--- src/rtl/fpu_sp_opq_if.sv ---
// Handshake bundle for fpu_sp_operand_queue: upstream operand pairs, the
// external adder hookup, the registered result stream and status.
interface fpu_sp_opq_if #(
  parameter int DEPTH = 4
);
  localparam int CW = $clog2(DEPTH) + 1;

  logic          in_valid;
  logic          in_ready;
  logic [31:0]   in_a;
  logic [31:0]   in_b;

  logic [31:0]   add_a;
  logic [31:0]   add_b;
  logic [31:0]   add_result;
  logic          add_ovf;

  logic          out_valid;
  logic          out_ready;
  logic [31:0]   out_result;
  logic          out_ovf;

  logic [CW-1:0] count;
  logic          sticky_ovf;
  logic          clear_sticky;

  // master: the environment around the queue (producer, adder, consumer)
  modport master (
    output in_valid, in_a, in_b, add_result, add_ovf, out_ready, clear_sticky,
    input  in_ready, add_a, add_b, out_valid, out_result, out_ovf, count, sticky_ovf
  );

  // slave: the operand queue itself
  modport slave (
    input  in_valid, in_a, in_b, add_result, add_ovf, out_ready, clear_sticky,
    output in_ready, add_a, add_b, out_valid, out_result, out_ovf, count, sticky_ovf
  );
endinterface

--- src/rtl/fpu_sp_operand_queue.sv ---
// Operand-pair FIFO in front of a combinational single-precision adder, with a
// registered result slot and sticky overflow. FPU_SP_OPQ_BYPASS_EN: empty-queue bypass.
module fpu_sp_operand_queue #(
  parameter int DEPTH = 4
) (
  input  logic         clk,
  input  logic         rst_n,
  fpu_sp_opq_if.slave  bus
);
  localparam int AW = $clog2(DEPTH);
  localparam int CW = AW + 1;

  logic [63:0]   mem [DEPTH];
  logic [AW-1:0] wr_ptr_reg;
  logic [AW-1:0] rd_ptr_reg;
  logic [CW-1:0] count_reg;
  logic          out_valid_reg;
  logic [31:0]   out_result_reg;
  logic          out_ovf_reg;
  logic          sticky_reg;

  logic          not_empty;
  logic          slot_free;
  logic          fifo_issue;
  logic          bypass_issue;
  logic          issue;
  logic          push;

  assign not_empty  = (count_reg != '0);
  assign slot_free  = !out_valid_reg || bus.out_ready;
  assign fifo_issue = not_empty && slot_free;

`ifdef FPU_SP_OPQ_BYPASS_EN
  // An empty queue lets the incoming pair go straight to the adder.
  assign bypass_issue = !not_empty && bus.in_valid && slot_free;
`else
  assign bypass_issue = 1'b0;
`endif

  assign issue        = fifo_issue || bypass_issue;
  assign bus.in_ready = (count_reg < CW'(DEPTH));
  assign push         = bus.in_valid && bus.in_ready && !bypass_issue;

  always_comb begin
    bus.add_a = 32'h0;
    bus.add_b = 32'h0;
    if (not_empty) begin
      bus.add_a = mem[rd_ptr_reg][63:32];
      bus.add_b = mem[rd_ptr_reg][31:0];
    end else if (bypass_issue) begin
      bus.add_a = bus.in_a;
      bus.add_b = bus.in_b;
    end
  end

  // Storage carries no reset; only the pointers and count define validity.
  always_ff @(posedge clk) begin
    if (push) begin
      mem[wr_ptr_reg] <= {bus.in_a, bus.in_b};
    end
  end

  always_ff @(posedge clk or negedge rst_n) begin
    if (!rst_n) begin
      wr_ptr_reg <= '0;
      rd_ptr_reg <= '0;
      count_reg  <= '0;
    end else begin
      if (push) begin
        wr_ptr_reg <= wr_ptr_reg + AW'(1);
      end
      if (fifo_issue) begin
        rd_ptr_reg <= rd_ptr_reg + AW'(1);
      end
      case ({push, fifo_issue})
        2'b10:   count_reg <= count_reg + CW'(1);
        2'b01:   count_reg <= count_reg - CW'(1);
        default: count_reg <= count_reg;
      endcase
    end
  end

  // Result slot: out_result/out_ovf only change on an issue, so they hold
  // both while stalled and after out_valid drops.
  always_ff @(posedge clk or negedge rst_n) begin
    if (!rst_n) begin
      out_valid_reg  <= 1'b0;
      out_result_reg <= 32'h0;
      out_ovf_reg    <= 1'b0;
    end else if (issue) begin
      out_valid_reg  <= 1'b1;
      out_result_reg <= bus.add_result;
      out_ovf_reg    <= bus.add_ovf;
    end else if (slot_free) begin
      out_valid_reg  <= 1'b0;
    end
  end

  // A new overflow in the same cycle as a clear must not be lost.
  always_ff @(posedge clk or negedge rst_n) begin
    if (!rst_n) begin
      sticky_reg <= 1'b0;
    end else if (issue && bus.add_ovf) begin
      sticky_reg <= 1'b1;
    end else if (bus.clear_sticky) begin
      sticky_reg <= 1'b0;
    end
  end

  assign bus.out_valid  = out_valid_reg;
  assign bus.out_result = out_result_reg;
  assign bus.out_ovf    = out_ovf_reg;
  assign bus.count      = count_reg;
  assign bus.sticky_ovf = sticky_reg;
endmodule

--- src/flat_wrapper.sv ---
// flat-port wrapper written by rule: the top's interface ports become plain ports
module fpu_sp_operand_queue_flat 
#(
  parameter int DEPTH = 4
)
  (clk, rst_n, bus_in_valid, bus_in_a, bus_in_b, bus_add_result, bus_add_ovf, bus_out_ready, bus_clear_sticky, bus_in_ready, bus_add_a, bus_add_b, bus_out_valid, bus_out_result, bus_out_ovf, bus_count, bus_sticky_ovf);
  fpu_sp_opq_if #(.DEPTH(DEPTH)) bus_i ();
  input  logic clk;
  input  logic rst_n;
  input wire logic [$bits(bus_i.in_valid)-1:0] bus_in_valid;
  input wire logic [$bits(bus_i.in_a)-1:0] bus_in_a;
  input wire logic [$bits(bus_i.in_b)-1:0] bus_in_b;
  input wire logic [$bits(bus_i.add_result)-1:0] bus_add_result;
  input wire logic [$bits(bus_i.add_ovf)-1:0] bus_add_ovf;
  input wire logic [$bits(bus_i.out_ready)-1:0] bus_out_ready;
  input wire logic [$bits(bus_i.clear_sticky)-1:0] bus_clear_sticky;
  output wire logic [$bits(bus_i.in_ready)-1:0] bus_in_ready;
  output wire logic [$bits(bus_i.add_a)-1:0] bus_add_a;
  output wire logic [$bits(bus_i.add_b)-1:0] bus_add_b;
  output wire logic [$bits(bus_i.out_valid)-1:0] bus_out_valid;
  output wire logic [$bits(bus_i.out_result)-1:0] bus_out_result;
  output wire logic [$bits(bus_i.out_ovf)-1:0] bus_out_ovf;
  output wire logic [$bits(bus_i.count)-1:0] bus_count;
  output wire logic [$bits(bus_i.sticky_ovf)-1:0] bus_sticky_ovf;
  assign bus_i.in_valid = bus_in_valid;
  assign bus_i.in_a = bus_in_a;
  assign bus_i.in_b = bus_in_b;
  assign bus_i.add_result = bus_add_result;
  assign bus_i.add_ovf = bus_add_ovf;
  assign bus_i.out_ready = bus_out_ready;
  assign bus_i.clear_sticky = bus_clear_sticky;
  assign bus_in_ready = bus_i.in_ready;
  assign bus_add_a = bus_i.add_a;
  assign bus_add_b = bus_i.add_b;
  assign bus_out_valid = bus_i.out_valid;
  assign bus_out_result = bus_i.out_result;
  assign bus_out_ovf = bus_i.out_ovf;
  assign bus_count = bus_i.count;
  assign bus_sticky_ovf = bus_i.sticky_ovf;
  fpu_sp_operand_queue #(.DEPTH(DEPTH)) u_core (.clk(clk), .rst_n(rst_n), .bus(bus_i));
endmodule
--- config.mk ---
export PLATFORM = sky130hd
export DESIGN_NAME = fpu_sp_operand_queue_flat
export DESIGN_NICKNAME = d
export VERILOG_FILES = /design/src/rtl/fpu_sp_opq_if.sv /design/src/rtl/fpu_sp_operand_queue.sv /design/src/flat_wrapper.sv
export SDC_FILE = /design/constraint.sdc
export NUM_CORES = 1
export LEC_CHECK = 0
export CORE_MARGIN = 1.5
export CORE_UTILIZATION = 53
export CTS_BUF_LIST = sky130_fd_sc_hd__clkbuf_2
export DETAILED_ROUTE_END_ITERATION = 10
export PLACE_DENSITY = 0.8
export SETUP_SLACK_MARGIN = 0.4
export SYNTH_ARGS = -nofsm -noshare
export SYNTH_HDL_FRONTEND = slang
export SYNTH_SLANG_ARGS = --single-unit
--- constraint.sdc ---
create_clock -name clk -period 4.71 [get_ports clk]
set_input_delay 0.471 -clock clk [delete_from_list [all_inputs] [get_ports clk]]
set_output_delay 0.471 -clock clk [all_outputs]
set_load 0.005 [all_outputs]
==> results of run 1 <==
## Yosys cell counts (all sizes together)
cell type / number
xnor2: 4
buf: 19
clkbuf: 7
nand3b: 1
nand2b: 1
nor2: 1
and2: 4
dfrtp: 42
nor3: 1
xor2: 2
o21ai: 1
a22o: 1
mux2i: 1
nor2b: 66
nand2: 2
fa: 1
mux2: 33
ha: 5
edfxtp: 256
inv: 8
mux4: 64
## repair_timing
item | 4_1_cts | 5_1_grt
hold buffers | 1 | 0
endpoints found under the hold margin | 42 | 0
resized for setup | 0 | 0
## cells by family after synthesis
family / count (synthesis)
AO/OA/AOI/OAI: 2
flip-flops: 298
buffers and inverters: 34
AND/OR/NAND/NOR: 76
adder cells (fa/ha/maj): 6
multiplexers: 98
XOR/XNOR: 6
## layout by cell type, fill, tap and decap left out, drive strengths merged, types with 2 or more instances in the layout
cell type      instances
edfxtp               256
clkdlybuf4s50        203
clkbuf               109
nor2b                 66
mux4                  64
dfrtp                 42
mux2                  33
clkinv                22
inv                    9
ha                     5
buf                    5
and2                   4
xnor2                  4
diode                  2
xor2                   2
nand2                  2
## worst min path at each step
stage / start / to / slack (ps)
6_report: bus_add_result[28] / u_core.bus.out_result[28]$_DFFE_PN0P_ / 320
2_1_floorplan: rst_n / u_core.bus.count[0]$_DFFE_PN0P_ / 180
3_3_place_gp: u_core.bus.out_result[18]$_DFFE_PN0P_ / u_core.bus.out_result[18]$_DFFE_PN0P_ / 490
5_1_grt: bus_add_result[7] / u_core.bus.out_result[7]$_DFFE_PN0P_ / 230
4_1_cts: bus_add_result[28] / u_core.bus.out_result[28]$_DFFE_PN0P_ / 250
3_5_place_dp: u_core.bus.out_result[17]$_DFFE_PN0P_ / u_core.bus.out_result[17]$_DFFE_PN0P_ / 500
## power by group
part	switching (mW)	internal (mW)	leakage [nW]
sequential	0.367	3.35	2.81
combinational	1.04	1.85	1.67
clock	0.947	0.617	0.496
## final cells by class
cell class / count / share of cell area
Timing Repair Buffer: 209 / 0.145
Clock buffer: 109 / 0.0381
Tap cell: 275 / 0.0241
Clock inverter: 23 / 0.00621
Sequential cell: 298 / 0.612
Multi-Input combinational cell: 188 / 0.172
Inverter: 8 / 0.00210
Antenna cell: 2 / 0.000350
## worst max-delay path: stages, from the launching register on
cell	delay [ps]
dfrtp_4	940
buf_4	440
mux4_2	560
nor2b_1	150
clkdlybuf4s50_1	480
## metal layers
layer	global-route usage	share of wire	vias to the layer above	wire, um
li1	-	-	2633	-
met1	0.247	0.38	2943	8530
met2	0.348	0.53	212	11700
met3	0.0576	0.072	24	1600
met4	0.0827	0.016	0	365
met5	0	0	-	0
## stage by stage
step | setup WS, ps | utilization | area (um2) | instances
final | 908 | 0.680 | 14300 | 1112
after global routing | 580 | 0.680 | 14300 | 1111
after CTS | 745 | 0.680 | 14300 | 1110
after detailed placement | 1590 | 0.649 | 13700 | 977
after global placement | 1620 | 0.649 | 13700 | 977
after floorplan | 1930 | - | 11400 | 520
==> flow_metrics.env, run 1 <==
export IMPL_outcome="completed"
export IMPL_synthesis_nets=628
export IMPL_cp_endpoint="bus_add_b[8]"
export IMPL_yosys_area_top_type="edfxtp_1"
export IMPL_grt_ovfl_total=0
export IMPL_drt_initial_drc_count=293
export IMPL_synth_top_family_by_area="multiplexers"
export IMPL_wl_mm=22.2
export IMPL_drc_errors=0
export IMPL_synth_mux_area_frac=0.160
export IMPL_cap_violations=0
export IMPL_post_drt_wl_per_cell_um=19.9
export IMPL_syn_avg_cell_area_um2=21.9
export IMPL_grt_pass1_wl_mm=33.9
export IMPL_root_buffer="clkbuf_2"
export IMPL_fp_row_count=53
export IMPL_timing_hold_ws_ps=323
export IMPL_clock_sinks=298
export IMPL_synth_xor_area_frac=0.00461
export IMPL_dieArea_mm2=0.0224
export IMPL_synth_top_area_frac=0.675
export IMPL_power_density_mw_per_mm2=572
export IMPL_r2r_setup_slack_ps=2340
export IMPL_track_usage=0.204
export IMPL_drtAntennaViolNets=0
export IMPL_setup_viol=0
export IMPL_synth_compound_area_frac=0.00121
export IMPL_fin_crit_sh=0.807
export IMPL_fp_dieH_um=150
export IMPL_synthCells=520
export IMPL_p_total_mw=8.18
export IMPL_worstMarginPinSlew_ps=1060
export IMPL_drive_gt1_frac=0.266
export IMPL_port_buffers=204
export IMPL_clock_skew_ps=29.6
export IMPL_min_period_ps=3800
export IMPL_max_slew_margin=0.296
export IMPL_grt_max_degree=68
export IMPL_crit_start="u_core.rd_ptr_reg[0]$_DFFE_PN0P_"
export IMPL_cts_setup_buffers=0
export IMPL_p_leak_nw=4.98
export IMPL_reg2regPathDepth=9
export IMPL_multi_input_area_mm2=0.00246
export IMPL_peakVddDrop_v=0.000343
export IMPL_maxSlewViolCount=0
export IMPL_synth_simple_gate_area_frac=0.0415
export IMPL_setup_tns_final_ps=0
export IMPL_routabilityCongestion=0.741
export IMPL_synthAdderAreaFrac=0.00725
export IMPL_cp_end_kind="output port"
export IMPL_holdPathStages=2
export IMPL_rsz0062_at_grt="no"
export IMPL_insertion_delay_ps=770
export IMPL_dr_pass1_iters=4
export IMPL_initial_core_util=0.542
export IMPL_synth_area_leaders="edfxtp_1 68%, mux4_2 13%, dfrtp_1 9.2%"
export IMPL_fillCellCount=1376
export IMPL_syn_to_final_growth_pct=25.6
export IMPL_ff_latch_area_mm2=0.00875
export IMPL_grt_pass1_vias=6512
export IMPL_fmax_mhz=263
export IMPL_yosysSeqAreaShare=0.767
export IMPL_htree_levels=3
export IMPL_num_vias=5812
export IMPL_finalHoldViolCount=0
export IMPL_critPathKind="reg2out"
export IMPL_ys_seq_elements=298
export IMPL_r2r_start="u_core.bus.count[0]$_DFFE_PN0P_"
export IMPL_grt_antenna_before_repair=1
export IMPL_arrival_ps=3330
export IMPL_hpwl_mm=13.2
export IMPL_viasPerCell=5.23
export IMPL_chipWidth_um=150
export IMPL_startpoint_type="register"
export IMPL_hp_class="in2reg"
export IMPL_worstPathRequired_ps=4240
export IMPL_cts_clk_slew_worst_paths_ps=100
export IMPL_io_pins=205
export IMPL_path_max_fanout=38
export IMPL_cts_made_buffers=74
export IMPL_cts_tree="built"
export IMPL_final_nets=887
export IMPL_largest_reg_flops=256
export IMPL_synth_distinct_cells=24
export IMPL_synthesis_area_mm2=0.0114
export IMPL_yosys_warnings=0
export IMPL_core_area_mm2=0.0210
export IMPL_clockBufferDepth=3
export IMPL_rr_endpoint="u_core.bus.count[2]$_DFFE_PN0P_"
No activity file was read; power rests on OpenSTA's default activity.
==> run 2: changes to the inputs <==
--- a/config.mk
+++ b/config.mk
@@ -6,10 +6,10 @@
 export NUM_CORES = 1
 export LEC_CHECK = 0
 export CORE_MARGIN = 1.5
-export CORE_UTILIZATION = 53
+export CORE_UTILIZATION = 49
 export CTS_BUF_LIST = sky130_fd_sc_hd__clkbuf_2
 export DETAILED_ROUTE_END_ITERATION = 10
-export PLACE_DENSITY = 0.8
+export PLACE_DENSITY = 0.78
 export SETUP_SLACK_MARGIN = 0.4
 export SYNTH_ARGS = -nofsm -noshare
 export SYNTH_HDL_FRONTEND = slang
==> constraint.sdc (replaced) <==
create_clock -name clk -period 3.07 [get_ports clk]
set_input_delay 0.307 -clock clk [delete_from_list [all_inputs] [get_ports clk]]
set_output_delay 0.307 -clock clk [all_outputs]
set_load 0.005 [all_outputs]
==> flow_metrics.env, run 2 (synthesis gave the netlist of run 1 again) <==
export IMPL_io_pins=205
export IMPL_syn_to_final_growth_pct=32.4
export IMPL_r2r_start="u_core.bus.count[2]$_DFFE_PN0P_"
export IMPL_cp_endpoint="bus_add_b[1]"
export IMPL_rsz0062_at_grt="yes"
export IMPL_layout_common_cells="256 x edfxtp_1, 139 x clkdlybuf4s50_1, 108 x clkbuf_2"
export IMPL_wl_mm=24.7
export IMPL_dieArea_mm2=0.0242
export IMPL_fp_row_count=55
export IMPL_setup_tns_final_ps=0
export IMPL_utilization=0.664
export IMPL_core_area_mm2=0.0227
export IMPL_post_drt_wl_per_cell_um=21.1
export IMPL_hpwl_mm=14.2
export IMPL_initial_core_util=0.501
export IMPL_drtAntennaViolNets=0
export IMPL_placed_cell_area_mm2=0.0138
export IMPL_cp_end_kind="output port"
export IMPL_finalInstanceArea_mm2=0.0151
export IMPL_largest_reg_flops=256
export IMPL_maxSlewViolCount=0
export IMPL_fmax_mhz=351
export IMPL_critPathKind="reg2out"
export IMPL_grt_antenna_before_repair=1
export IMPL_rr_endpoint="u_core.mem[3][28]$_DFFE_PP_"
export IMPL_cap_violations=0
export IMPL_drive_gt1_frac=0.406
export IMPL_fillCellCount=1547
export IMPL_max_slew_margin=0.354
export IMPL_fin_crit_sh=0.928
export IMPL_min_period_ps=2850
export IMPL_grt_pass1_vias=6669
export IMPL_finalHoldViolCount=0
export IMPL_root_buffer="clkbuf_2"
export IMPL_final_nets=935
export IMPL_clock_sinks=298
export IMPL_grt_ovfl_total=0
export IMPL_drc_errors=0
export IMPL_setup_ws_ps=221
export IMPL_power_density_mw_per_mm2=909
export IMPL_dp_slack_ps=600
export IMPL_htree_levels=3
export IMPL_r2r_setup_slack_ps=970
export IMPL_hp_class="in2reg"
export IMPL_crit_start="u_core.rd_ptr_reg[0]$_DFFE_PN0P_"
export IMPL_dr_pass1_iters=4
export IMPL_track_usage=0.204
export IMPL_worstPathRequired_ps=2760
export IMPL_insertion_delay_ps=830
export IMPL_cts_made_buffers=75
export IMPL_outcome="completed"
export IMPL_viasPerCell=5.24
export IMPL_startpoint_type="register"
export IMPL_drt_initial_drc_count=406
export IMPL_grt_pass1_wl_mm=36.3
export IMPL_reg2regPathDepth=3
export IMPL_num_vias=6140
export IMPL_clockBufferDepth=3
export IMPL_path_max_fanout=7
export IMPL_port_buffers=204
export IMPL_final_common_cell="edfxtp_1"
export IMPL_chipWidth_um=155
export IMPL_clock_skew_ps=37.8
export IMPL_fp_dieH_um=155
export IMPL_peakVddDrop_v=0.000419
export IMPL_cts_clk_slew_worst_paths_ps=110
export IMPL_cts_tree="built"
export IMPL_grt_max_degree=50
export IMPL_routabilityCongestion=0.745
export IMPL_arrival_ps=2540
export IMPL_setup_viol=0
export IMPL_worstMarginPinSlew_ps=969
export IMPL_p_total_mw=13.7
export IMPL_p_leak_nw=5.57
run 2: critical path, cell delays in order (launching register included):
cell     delay (ps)
dfrtp_4         510
buf_12          180
buf_12          130
buf_16          130
mux4_2          500
nor2b_1         140
buf_2           130
run 2: layer usage:
layer	track usage	vias up	part of all wire
met2	0.350	215	0.54
met5	0	-	0
met3	0.0515	44	0.063
li1	-	2730	-
met1	0.249	3151	0.37
met4	0.0825	0	0.021
run 2: worst min path at each step:
| stage | startpoint | endpoint | slack [ps] | cells past startpoint |
|---|---|---|---|---|
| floorplan | rst_n | u_core.bus.count[0]$_DFFE_PN0P_ | 10 | 0 |
| global placement | rst_n | u_core.bus.out_result[16]$_DFFE_PN0P_ | 480 | 1 |
| detailed placement | u_core.bus.out_result[1]$_DFFE_PN0P_ | u_core.bus.out_result[1]$_DFFE_PN0P_ | 500 | 1 |
| CTS | bus_add_result[9] | u_core.bus.out_result[9]$_DFFE_PN0P_ | 10 | 2 |
| global route | bus_add_result[1] | u_core.bus.out_result[1]$_DFFE_PN0P_ | 6 | 2 |
| finish | bus_add_result[9] | u_core.bus.out_result[9]$_DFFE_PN0P_ | 110 | 2 |
run 2: final cells by class:
cell class,instances,area (um2),area share
inverters,8,30.0,0.00199
well taps,285,357,0.0236
flip-flops and latches,298,8750,0.580
diodes,1,2.50,0.000166
multi-input cells,188,2670,0.177
clock inverters,31,173,0.0115
repair buffers,256,2580,0.171
clock buffers,105,526,0.0348
run 2: metrics by stage:
step | std cells | hold slack [ps]
final | 1172 | 106
after global routing | 1172 | 5.70
after CTS | 1164 | 11.3
after detailed placement | 997 | 495
after global placement | 997 | 477
after floorplan | 520 | 11.4
run 2: what timing repair did:
item,CTS,global route
buffers inserted,22,7
resized for setup,280,48
endpoints found under the hold margin,42,0
gates cloned,8,0
hold buffers,1,0
endpoints found under the setup margin,64,64
run 2: report_power, final:
group          leakage, nW  internal [mW]  total, mW  switching [mW]
combinational         2.23           3.38       5.66            2.28
sequential            2.81           5.14       5.42           0.281
clock                0.525           1.10       2.62            1.52
